$ cat src/rtl/adaptive_filter_pkg.sv
// Shared definitions for the adaptive_filter datapath and its downstream stages.
// Sample format is signed Q(W-F).F, two's complement.
package adaptive_filter_pkg;

  localparam int WORDLENGTH_DEFAULT        = 14;
  localparam int FRACTIONAL_LENGTH_DEFAULT = 6;

  typedef logic signed [WORDLENGTH_DEFAULT-1:0] sample_t;

endpackage

$ cat src/rtl/sample_fifo2.sv
// Two-entry synchronous FIFO with a registered head output.
// A pop and a push in the same cycle are accepted even when full.
module sample_fifo2 #(
  parameter int WIDTH = 14
) (
  input  logic             clk,
  input  logic             srst,
  input  logic             push_i,
  input  logic [WIDTH-1:0] data_i,
  input  logic             pop_i,
  output logic [WIDTH-1:0] data_o,
  output logic             full_o,
  output logic             empty_o
);

  logic [WIDTH-1:0] head_q, head_d;
  logic [WIDTH-1:0] tail_q, tail_d;
  logic [1:0]       count_q, count_d;
  logic             pop_ok, push_ok;

  always_comb begin
    pop_ok  = pop_i && (count_q != 2'd0);
    push_ok = push_i && ((count_q != 2'd2) || pop_ok);
    head_d  = head_q;
    tail_d  = tail_q;
    count_d = count_q;
    case ({push_ok, pop_ok})
      2'b10: begin
        if (count_q == 2'd0) head_d = data_i;
        else                 tail_d = data_i;
        count_d = count_q + 2'd1;
      end
      2'b01: begin
        head_d  = tail_q;
        count_d = count_q - 2'd1;
      end
      2'b11: begin
        // Occupancy is unchanged; the queue simply shifts forward by one.
        if (count_q == 2'd1) begin
          head_d = data_i;
        end else begin
          head_d = tail_q;
          tail_d = data_i;
        end
      end
      default: ;
    endcase
  end

  always_ff @(posedge clk) begin
    if (srst) begin
      head_q  <= '0;
      tail_q  <= '0;
      count_q <= '0;
    end else begin
      head_q  <= head_d;
      tail_q  <= tail_d;
      count_q <= count_d;
    end
  end

  assign data_o  = head_q;
  assign full_o  = (count_q == 2'd2);
  assign empty_o = (count_q == 2'd0);

endmodule

$ cat src/rtl/filter_decimator.sv
// Averages each group of 2^DECIM_LOG2 valid samples with round-half-up and
// emits the result through a 2-entry buffer; results arriving when it is full are dropped.
module filter_decimator
  import adaptive_filter_pkg::*;
#(
  parameter int WORDLENGTH        = WORDLENGTH_DEFAULT,
  parameter int FRACTIONAL_LENGTH = FRACTIONAL_LENGTH_DEFAULT,
  parameter int DECIM_LOG2        = 2,
  parameter int DROP_CNT_W        = 16
) (
  input  logic                         clk,
  input  logic                         srst,
  input  logic signed [WORDLENGTH-1:0] s_tdata,
  input  logic                         s_tvalid,
  output logic signed [WORDLENGTH-1:0] m_tdata,
  output logic                         m_tvalid,
  input  logic                         m_tready,
  output logic                         overflow,
  output logic [DROP_CNT_W-1:0]        drop_cnt
);

  localparam int ACC_W = WORDLENGTH + DECIM_LOG2;
  localparam logic [DECIM_LOG2-1:0]   PHASE_LAST = '1;
  localparam logic signed [ACC_W-1:0] HALF       = ACC_W'(2 ** (DECIM_LOG2 - 1));

  if (DECIM_LOG2 < 1 || DECIM_LOG2 > 6 || FRACTIONAL_LENGTH < 0 ||
      FRACTIONAL_LENGTH >= WORDLENGTH) begin : g_param_check
    $error("filter_decimator: illegal parameter set");
  end

  logic signed [ACC_W-1:0]      acc_q, acc_d;
  logic signed [ACC_W-1:0]      sum, rounded;
  logic signed [WORDLENGTH-1:0] result;
  logic [DECIM_LOG2-1:0]        phase_q, phase_d;
  logic                         overflow_q, overflow_d;
  logic [DROP_CNT_W-1:0]        drop_cnt_q, drop_cnt_d;
  logic                         push, pop, drop;
  logic                         fifo_full, fifo_empty;
  logic [WORDLENGTH-1:0]        fifo_head;

  always_comb begin
    sum     = acc_q + ACC_W'(s_tdata);
    // The accumulator has headroom for the half-LSB bias, so this cannot wrap.
    rounded = sum + HALF;
    result  = WORDLENGTH'(rounded >>> DECIM_LOG2);
    push    = s_tvalid && (phase_q == PHASE_LAST);
    pop     = !fifo_empty && m_tready;
    drop    = push && fifo_full && !pop;

    acc_d   = acc_q;
    phase_d = phase_q;
    if (s_tvalid) begin
      if (push) begin
        acc_d   = '0;
        phase_d = '0;
      end else begin
        acc_d   = sum;
        phase_d = phase_q + DECIM_LOG2'(1);
      end
    end

    overflow_d = overflow_q | drop;
    drop_cnt_d = drop_cnt_q;
    if (drop && !(&drop_cnt_q)) drop_cnt_d = drop_cnt_q + DROP_CNT_W'(1);
  end

  always_ff @(posedge clk) begin
    if (srst) begin
      acc_q      <= '0;
      phase_q    <= '0;
      overflow_q <= 1'b0;
      drop_cnt_q <= '0;
    end else begin
      acc_q      <= acc_d;
      phase_q    <= phase_d;
      overflow_q <= overflow_d;
      drop_cnt_q <= drop_cnt_d;
    end
  end

  sample_fifo2 #(
    .WIDTH (WORDLENGTH)
  ) u_fifo (
    .clk     (clk),
    .srst    (srst),
    .push_i  (push),
    .data_i  (result),
    .pop_i   (pop),
    .data_o  (fifo_head),
    .full_o  (fifo_full),
    .empty_o (fifo_empty)
  );

  assign m_tdata  = fifo_head;
  assign m_tvalid = !fifo_empty;
  assign overflow = overflow_q;
  assign drop_cnt = drop_cnt_q;

endmodule

$ cat config.mk
export PLATFORM = sky130hd
export DESIGN_NAME = filter_decimator
export DESIGN_NICKNAME = d
export VERILOG_FILES = /design/src/rtl/adaptive_filter_pkg.sv /design/src/rtl/sample_fifo2.sv /design/src/rtl/filter_decimator.sv
export SDC_FILE = /design/constraint.sdc
export NUM_CORES = 1
export LEC_CHECK = 0
export ABC_AREA = 1
export CORE_MARGIN = 2
export CORE_UTILIZATION = 40
export DETAILED_ROUTE_END_ITERATION = 8
export DONT_BUFFER_PORTS = 1
export SETUP_SLACK_MARGIN = 0.4
export SYNTH_ARGS = -nofsm -noshare
export SYNTH_HDL_FRONTEND = slang
export SYNTH_HIERARCHICAL = 1
export SYNTH_SLANG_ARGS = --single-unit
$ cat constraint.sdc
create_clock -name clk -period 4.45 [get_ports clk]
set_input_delay 1.1125 -clock clk [delete_from_list [all_inputs] [get_ports clk]]
set_output_delay 1.1125 -clock clk [all_outputs]
set_load 0.01 [all_outputs]
* Word-level counts from Yosys, hierarchy flattened *
Index checks and enable logic that the tools add are counted.
Widths: inputs -> output; s select.

word-level totals
  ROM bits = 0
  logic and storage cells = 52
  register bits = 65
  memories kept = 0
  memory bits (writable) = 0
  latch bits = 0
  output and inout port bits = 32

operators by class
  equal/unequal tests = 10
  shift-type cells = 0
  divide/modulo/power cells = 0
  add/sub/neg operators = 6
  bitwise gates (word level) = 1
  reductions and logical operators = 19
  multiply operators = 0
  magnitude comparators = 0
  muxes and demuxes = 9

operators by type and width
  operator               count
  $mux 14                4
  $pmux 14 s3            1
  $pmux 14 s2            1
  $add 16x1->16 const B  1
  $add 16x14->16         1
  $add 16x3->16 const B  1
  $mux 16                1
  $reduce_and 16->1      1
  $eq 2x2->1 const B     4
  $ne 2x2->1 const B     4
  $logic_and 1x1->1      7
  $reduce_bool 2->1      3
  $add 2x1->2 const B    2
  $eq 2x1->1 const B     2
  $pmux 2 s2             1
  $logic_not 1->1        3
  $reduce_and 3->1       1
  $reduce_bool 3->1      1
  $logic_not 2->1        1
  $mux 2                 1
  $reduce_and 2->1       1
  $sub 2x1->2 const B    1
  $logic_or 1x1->1       1
  $or 1x1->1             1

* Longest topological paths before layout *
Gate-level depths: netlist (run 1).

  word-level depth = 9
  depth in mapped cells = 20
  mapped depth without buffers = 20

* By module *
The synthesis (run 1) kept the hierarchy.

by module, submodules not included
  module            times used  cells an instance  area an instance (µm²)  seq. area each (µm²)
  filter_decimator  1           493                2,962.8                 700.7
  sample_fifo2      1           249                1,557.7                 600.6

* Worst setup path before layout (run 1) *
Ideal clock, no wire load.

  kind = input to register
  from = in s_tdata[0]
  to = reg u_fifo.head_q[11] (netlist: u_fifo/data_o[11])
  path slack = 1.265 ns
  buffers on the path = 0
  stages on the path = 16
  library setup time = 0.115 ns
  arrival time = 3.071 ns
  path through = ha_1 > fa_1 > xnor2_1 > inv_1 > ha_1 > nand3_1 > nor2_4 > nand3_4 > nor2_4 > nand3_1 > nand2_1 > nand2_1 > inv_1 > nor2_1 > nor2_1 > nor2_1

on the way
  longest elaborated chain between the ends = 4
  elaborated cells on any way between the ends = 5

ends and longest elaborated chain
  item                               line                                    text
  start, declared                    filter_decimator.sv:13                  input logic signed [WORDLENGTH-1:0] s_tdata,
  $add 16x14->16 (*)                 filter_decimator.sv:42                  sum = acc_q + ACC_W'(s_tdata);
  $add 16x3->16 (*)                  filter_decimator.sv:44                  rounded = sum + HALF;
  net rounded[13]                    filter_decimator.sv:32                  logic signed [ACC_W-1:0] sum, rounded;
  $mux 14, on equally long branches  sample_fifo2.sv:39, sample_fifo2.sv:29
  $pmux 14 s3 (*)                    sample_fifo2.sv:27                      case ({push_ok, pop_ok})
  end signal, assigned               sample_fifo2.sv:52                      head_q <= '0;
  end signal, assigned               sample_fifo2.sv:56                      head_q <= head_d;
  end, declared                      sample_fifo2.sv:16                      logic [WIDTH-1:0] head_q, head_d;

Mark *: on every way through the listed nets, which the timed path passes. The rest lies on a longest branch. The select of a mux whose other input is x is not followed.
A chain may end at the register's enable or synchronous reset.

* Worst setup path in the final report (run 1) *
Ends and elaborated chain as after synthesis.

==> out/metrics.yaml, run 1 <==
status: "complete, no violations"
grt_pass1_vias: 4136
synth-adder-area-share_pct: 6.26
tns_ns: 0
synth.distinct_cells: 37
synth-xor-area-share_pct: 2.68
avgSynthCellArea_um2: 6.09
syn_area_um2: 4520
cp_max_fo: 5
tightest_slew_ns: 0.887
synthCells: 742
die_w_um: 110
grt_pass1_wl_um: 18900
r2r-start: "acc_q[0]"
vdd_drop_max_uv: 153
rows: 38
synth_compound_area_share_pct: 8.16
post-place-ws_ns: 1.02
r2r_slack_ns: 1.84
first_pass_iters: 5
rr_endpoint: "u_fifo/data_o[11]"
route.detailed.drc: 0
hp-class: "flip-flop to flip-flop"
drt_iter0_drc: 211
antenna_found_initial: 0
endpoint_kind: "flip-flop"
crit_path_end: "u_fifo/data_o[11]"
yosys-top-cells-area: "dfxtp_1 (29%), nand2_1 (17%), inv_1 (9.4%)"
drv.max_cap_violation_count: 0
via_per_inst: 4.96
clock_sinks: 65
fmax_mhz: 324
diodes: 0
cp.arrival_ns: 3.31
vias: 4369
ioPinCount: 50
antenna_left: 0
synth_mux_area_share_pct: 0
hold_ws_ns: 0.463
clk_pin_slew_ns: 0.06
yosys_warnings: 6
synth_edf_count: 0
synth-async-reset-ratio_pct: 0
setup-violations-final: 0
grt_max_degree: 30
fin_skew_ns: 0.00964
die_h_um: 110
insertion_delay_ns: 0.33
slew_violations: 0
yosys_most_used_dff: "dfxtp_1"
crit_type: "input port to flip-flop"
yosysMostFrequentCell: "nand2_1"
cp-start-kind: "input port"
syn-num-nets: 782
numCtsBuffers: 9
synth_top_family_by_area: "simple AND/OR/NAND/NOR gates"
rr_worst_depth: 16
synth_commonest_cells: "nand2_1 (202), inv_1 (113), nor2_1 (110), nand3_1 (69), dfxtp_1 (65)"
power.density_nw_per_um2: 359
initial_utilization_pct: 41.3
hold_buffers: 0
cts_buffer_depth: 2
worstPathRequired_ns: 4.67
fin_ws_ns: 1.36
numPortBuffers: 0
rsz0062_at_grt: "no"
slew_headroom_pct: 40.8
post_cts_resized: 0
period_needed_ns: 3.09
cts_max_level: 3
grt-ovfl-total: 0
gp_congestion: 0.900
cts_tree: "yes"
synth_top_area_cell: "dfxtp_1"
synth_top_area_share_pct: 28.8
fin_crit_sh_pct: 69.4
routedWlPerCell_um: 12.8
nets: 775
yosys.area_share.simple_pct: 41.8
coreArea_um2: 10900
grtUsageTotal_pct: 19.9
critPathLaunch: "s_tdata[0]"
die_area_um2: 12200
p_leak_nw: 2.36
post_cts_buffers: 0
ys_ff_latch: 65
final-hold-violation-count: 0
ys_seq_area_share_pct: 28.8
place_hpwl_um: 8210
cts_root_buffer: "clkbuf_16"
area_growth_pct: 8.55
drive_above_1_share_pct: 6.62
routed_wl_um: 11200
[power by group]
part           switching (mW)  internal (mW)
Sequential             0.0149          0.604
Combinational           0.280          0.138
Clock                   0.277          0.450
Total                   0.572           1.19
[state kept, by name, indices dropped and copies added (netlist names)]
| name | count |
|---|---|
| acc_q | 16 |
| drop_cnt | 16 |
| u_fifo/data_o | 14 |
| u_fifo/tail_q | 14 |
| phase_q | 2 |
| u_fifo/count_q | 2 |
| overflow | 1 |
[cell usage in the layout (no fill, tap or decap), drive strengths merged]
master,n
a211oi,2
a21oi,42
and2,3
buf,1
bufinv,1
clkbuf,10
clkinv,7
clkinvlp,1
dfxtp,65
fa,1
ha,21
inv,119
nand2,213
nand3,74
nand3b,1
nand4,9
nor2,116
nor3,11
nor4,2
o21ai,25
o31ai,1
or2,2
xnor2,4
xor2,9
[metrics by stage]
stage / std cells / cell area [um2] / utilization [%] / power, mW
final: 880 / 4910 / 44.9 / 1.76
after global routing: 880 / 4910 / 44.9 / 1.88
after CTS: 880 / 4910 / 44.9 / 1.78
after detailed placement: 864 / 4600 / 42.1 / 1.05
after global placement: 864 / 4600 / 42.1 / 1.04
after floorplan: 742 / 4520 / - / 0.967
[cell families (layout without fill, tap and decap cells)]
kind of cell,after synthesis,in the layout
simple gates,431,431
buf+inv,141,139
compound gates,70,70
flops,65,65
fa+ha+maj,22,22
xor+xnor,13,13
[worst min path at each step]
stage,start,endpoint,slack [ns],cells after the start
finish,acc_q[12],acc_q[12],0.46,2
detailed placement,acc_q[12],acc_q[12],0.45,2
CTS,acc_q[12],acc_q[12],0.46,2
global route,acc_q[0],acc_q[0],0.48,2
floorplan,phase_q[0],phase_q[0],0.45,1
global placement,acc_q[9],acc_q[9],0.45,2
[critical path, stage by stage]
cell	delay, ns
ha_1	0.23
fa_1	0.48
xnor2_1	0.20
inv_1	0.10
ha_1	0.18
nand3_1	0.12
nor2_4	0.16
nand3_4	0.11
nor2_4	0.16
nand3_1	0.08
nand2_1	0.06
nand2_1	0.07
inv_1	0.05
nor2_1	0.04
nor2_1	0.11
nor2_1	0.04
[area by class of cell]
| cell class | instances | area, um2 |
|---|---|---|
| Timing Repair Buffer | 1 | 7.51 |
| Sequential cell | 65 | 1300 |
| Clock inverter | 6 | 65.1 |
| Tap cell | 140 | 175 |
| Fill cell | 1166 | 6030 |
| Inverter | 122 | 458 |
| Multi-Input combinational cell | 536 | 2660 |
| Clock buffer | 10 | 239 |
[routing by layer]
metal | routed length [um] | up-vias | global-route usage, % | part of all wire [%]
met1 | 5120 | 1973 | 24.3 | 46
met3 | 562 | 18 | 4.88 | 5.0
met5 | 0 | - | 0 | 0
li1 | - | 2298 | - | -
met2 | 5310 | 80 | 33.9 | 47
met4 | 232 | 0 | 7.32 | 2.1
No activity file was read; power rests on OpenSTA's default activity.
==> run 2, diff against run 1 <==
==> constraint.sdc (replaced) <==
create_clock -name clk -period 2.67 [get_ports clk]
set_input_delay 0.6675 -clock clk [delete_from_list [all_inputs] [get_ports clk]]
set_output_delay 0.6675 -clock clk [all_outputs]
set_load 0.01 [all_outputs]
==> run 2 against run 1 <==
Final area is 14% higher. Clock power up 65%. Total power is 85% higher. Non-clock buffer count grew 47. Global-route usage increased by 1.1 points. Via count increased by 5.3%. Critical endpoint unchanged. Largest cell class unchanged. Highest routed layer unchanged.
==> out/metrics.yaml, run 2 (synthesized netlist as in run 1, its figures left out) <==
final-hold-violation-count: 0
post-place-ws_ns: -0.0761
r2r_slack_ns: 0.27
coreArea_um2: 10900
area_growth_pct: 23.6
rr_worst_depth: 17
cts_buffer_depth: 2
period_needed_ns: 2.40
min_to: "drop_cnt[9]"
grt_pass1_vias: 4346
hold_buffers: 0
postLayoutCellArea_um2: 5590
critPathSlowestCell: "fa_2"
cpPeakStageDelay_ns: 0.39
endpoint_kind: "flip-flop"
hold_ws_ns: 0.390
slew_violations: 0
first_pass_iters: 4
die_w_um: 110
nets: 822
cts_tree: "yes"
fmax_mhz: 416
p_leak_nw: 2.60
worstPathRequired_ns: 2.90
met2_usage_pct: 35.5
finalNonFillerCells: 927
worstPathCellList: "ha_4 > fa_2 > xnor2_2 > inv_1 > ha_2 > nand3_2 > nor2_4 > nand3_4 > nor2_4 > buf_4 > nand3_2 > nand2_1 > nand2_1 > inv_1 > nor2_1 > nor2_1 > nor2_1"
fin_ws_ns: 0.266
initial_utilization_pct: 41.3
slew_headroom_pct: 41.9
drv.max_cap_violation_count: 0
grt-ovfl-total: 0
met3_usage_pct: 5.58
ioPinCount: 50
setup-violations-final: 0
route.detailed.drc: 0
numPortBuffers: 0
diodes: 0
final_cell_mix: "nand2_1 (186), inv_1 (109), nor2_1 (98), dfxtp_1 (64), nand3_1 (62)"
power.density_nw_per_um2: 583
crit_type: "flip-flop to flip-flop"
cts_root_buffer: "clkbuf_16"
vdd_drop_max_uv: 377
cp-start-kind: "flip-flop"
grtUsageTotal_pct: 21.0
rr_endpoint: "u_fifo/data_o[11]"
gp_congestion: 0.884
clk_pin_slew_ns: 0.06
die_h_um: 110
hp-start: "srst"
tightest_slew_ns: 0.871
final_common_cell: "nand2_1"
routedWlPerCell_um: 13.1
routed_wl_um: 12100
place_inst: 898
drt_iter0_drc: 223
seqCellArea_um2: 1300
total_power_mw: 3.26
cp_max_fo: 4
r2r-start: "acc_q[0]"
via_per_inst: 4.96
cts_max_level: 3
busiest_layer: "met2"
multi_input_area_um2: 2990
status: "complete, no violations"
cp_common_cell: "nor2_1"
nFillCells: 1092
fin_skew_ns: 0.00765
postPlaceCellArea_um2: 4910
hp-class: "input port to flip-flop"
antenna_left: 0
fin_crit_sh_pct: 90.0
drive_above_1_share_pct: 19.4
hold_depth: 1
clock_sinks: 65
numCtsBuffers: 9
antenna_found_initial: 0
insertion_delay_ns: 0.34
place_hpwl_um: 8470
grt_use_met1_pct: 24.7
grt_max_degree: 30
cp.arrival_ns: 2.64
grt_pass1_wl_um: 19600
die_area_um2: 12200
vias: 4599
rsz0062_at_grt: "yes"
rows: 38
[run 2: worst max path at each step]
stage                                   end       start  slack [ns]
after floorplan           u_fifo/data_o[11]  s_tdata[0]        0.09
after global placement     u_fifo/data_o[7]  s_tdata[0]       -0.04
after detailed placement   u_fifo/data_o[7]  s_tdata[0]       -0.08
after CTS                  u_fifo/data_o[9]    acc_q[0]        0.33
after global routing       u_fifo/data_o[7]    acc_q[0]        0.13
final                     u_fifo/data_o[11]    acc_q[0]        0.27
[run 2: layout make-up]
type | instances | area share, %
Sequential cell | 65 | 23.3
Tap cell | 140 | 3.13
Clock inverter | 2 | 0.672
Clock buffer | 14 | 4.54
Inverter | 122 | 8.19
Timing Repair Buffer | 48 | 6.58
Multi-Input combinational cell | 536 | 53.6
[run 2: power breakdown]
part | switching [mW] | total (mW) | internal [mW]
clock | 0.447 | 1.20 | 0.750
sequential | 0.0293 | 1.04 | 1.01
combinational | 0.587 | 1.03 | 0.439
[run 2: per-stage QoR]
stage	utilization, %	TNS, ns
6_report	51.1	0
5_1_grt	51.1	0
4_1_cts	48.2	0
3_5_place_dp	44.9	-0.352
3_3_place_gp	44.9	-0.0826
2_1_floorplan	-	0
[run 2: worst max-delay path, delay by kind of cell, from the launching register on]
kind | cells | cell delay, ns
flops | 1 | 0.33
simple gates | 10 | 0.82
buf+inv | 3 | 0.26
fa+ha+maj | 3 | 0.73
xor+xnor | 1 | 0.16
[run 2: per-layer routing]
metal | up-vias | part of all wire [%]
met5 | - | 0
met3 | 18 | 5.9
met1 | 2099 | 44
met4 | 0 | 2.1
li1 | 2378 | -
met2 | 104 | 48
[run 2: repair_timing]
item / 4_1_cts / 5_1_grt
endpoints found under the setup margin: 16 / 25
setup buffers: 3 / 10
pin swaps: 11 / 24
resized for setup: 15 / 53
hold endpoints to repair: 0 / 0
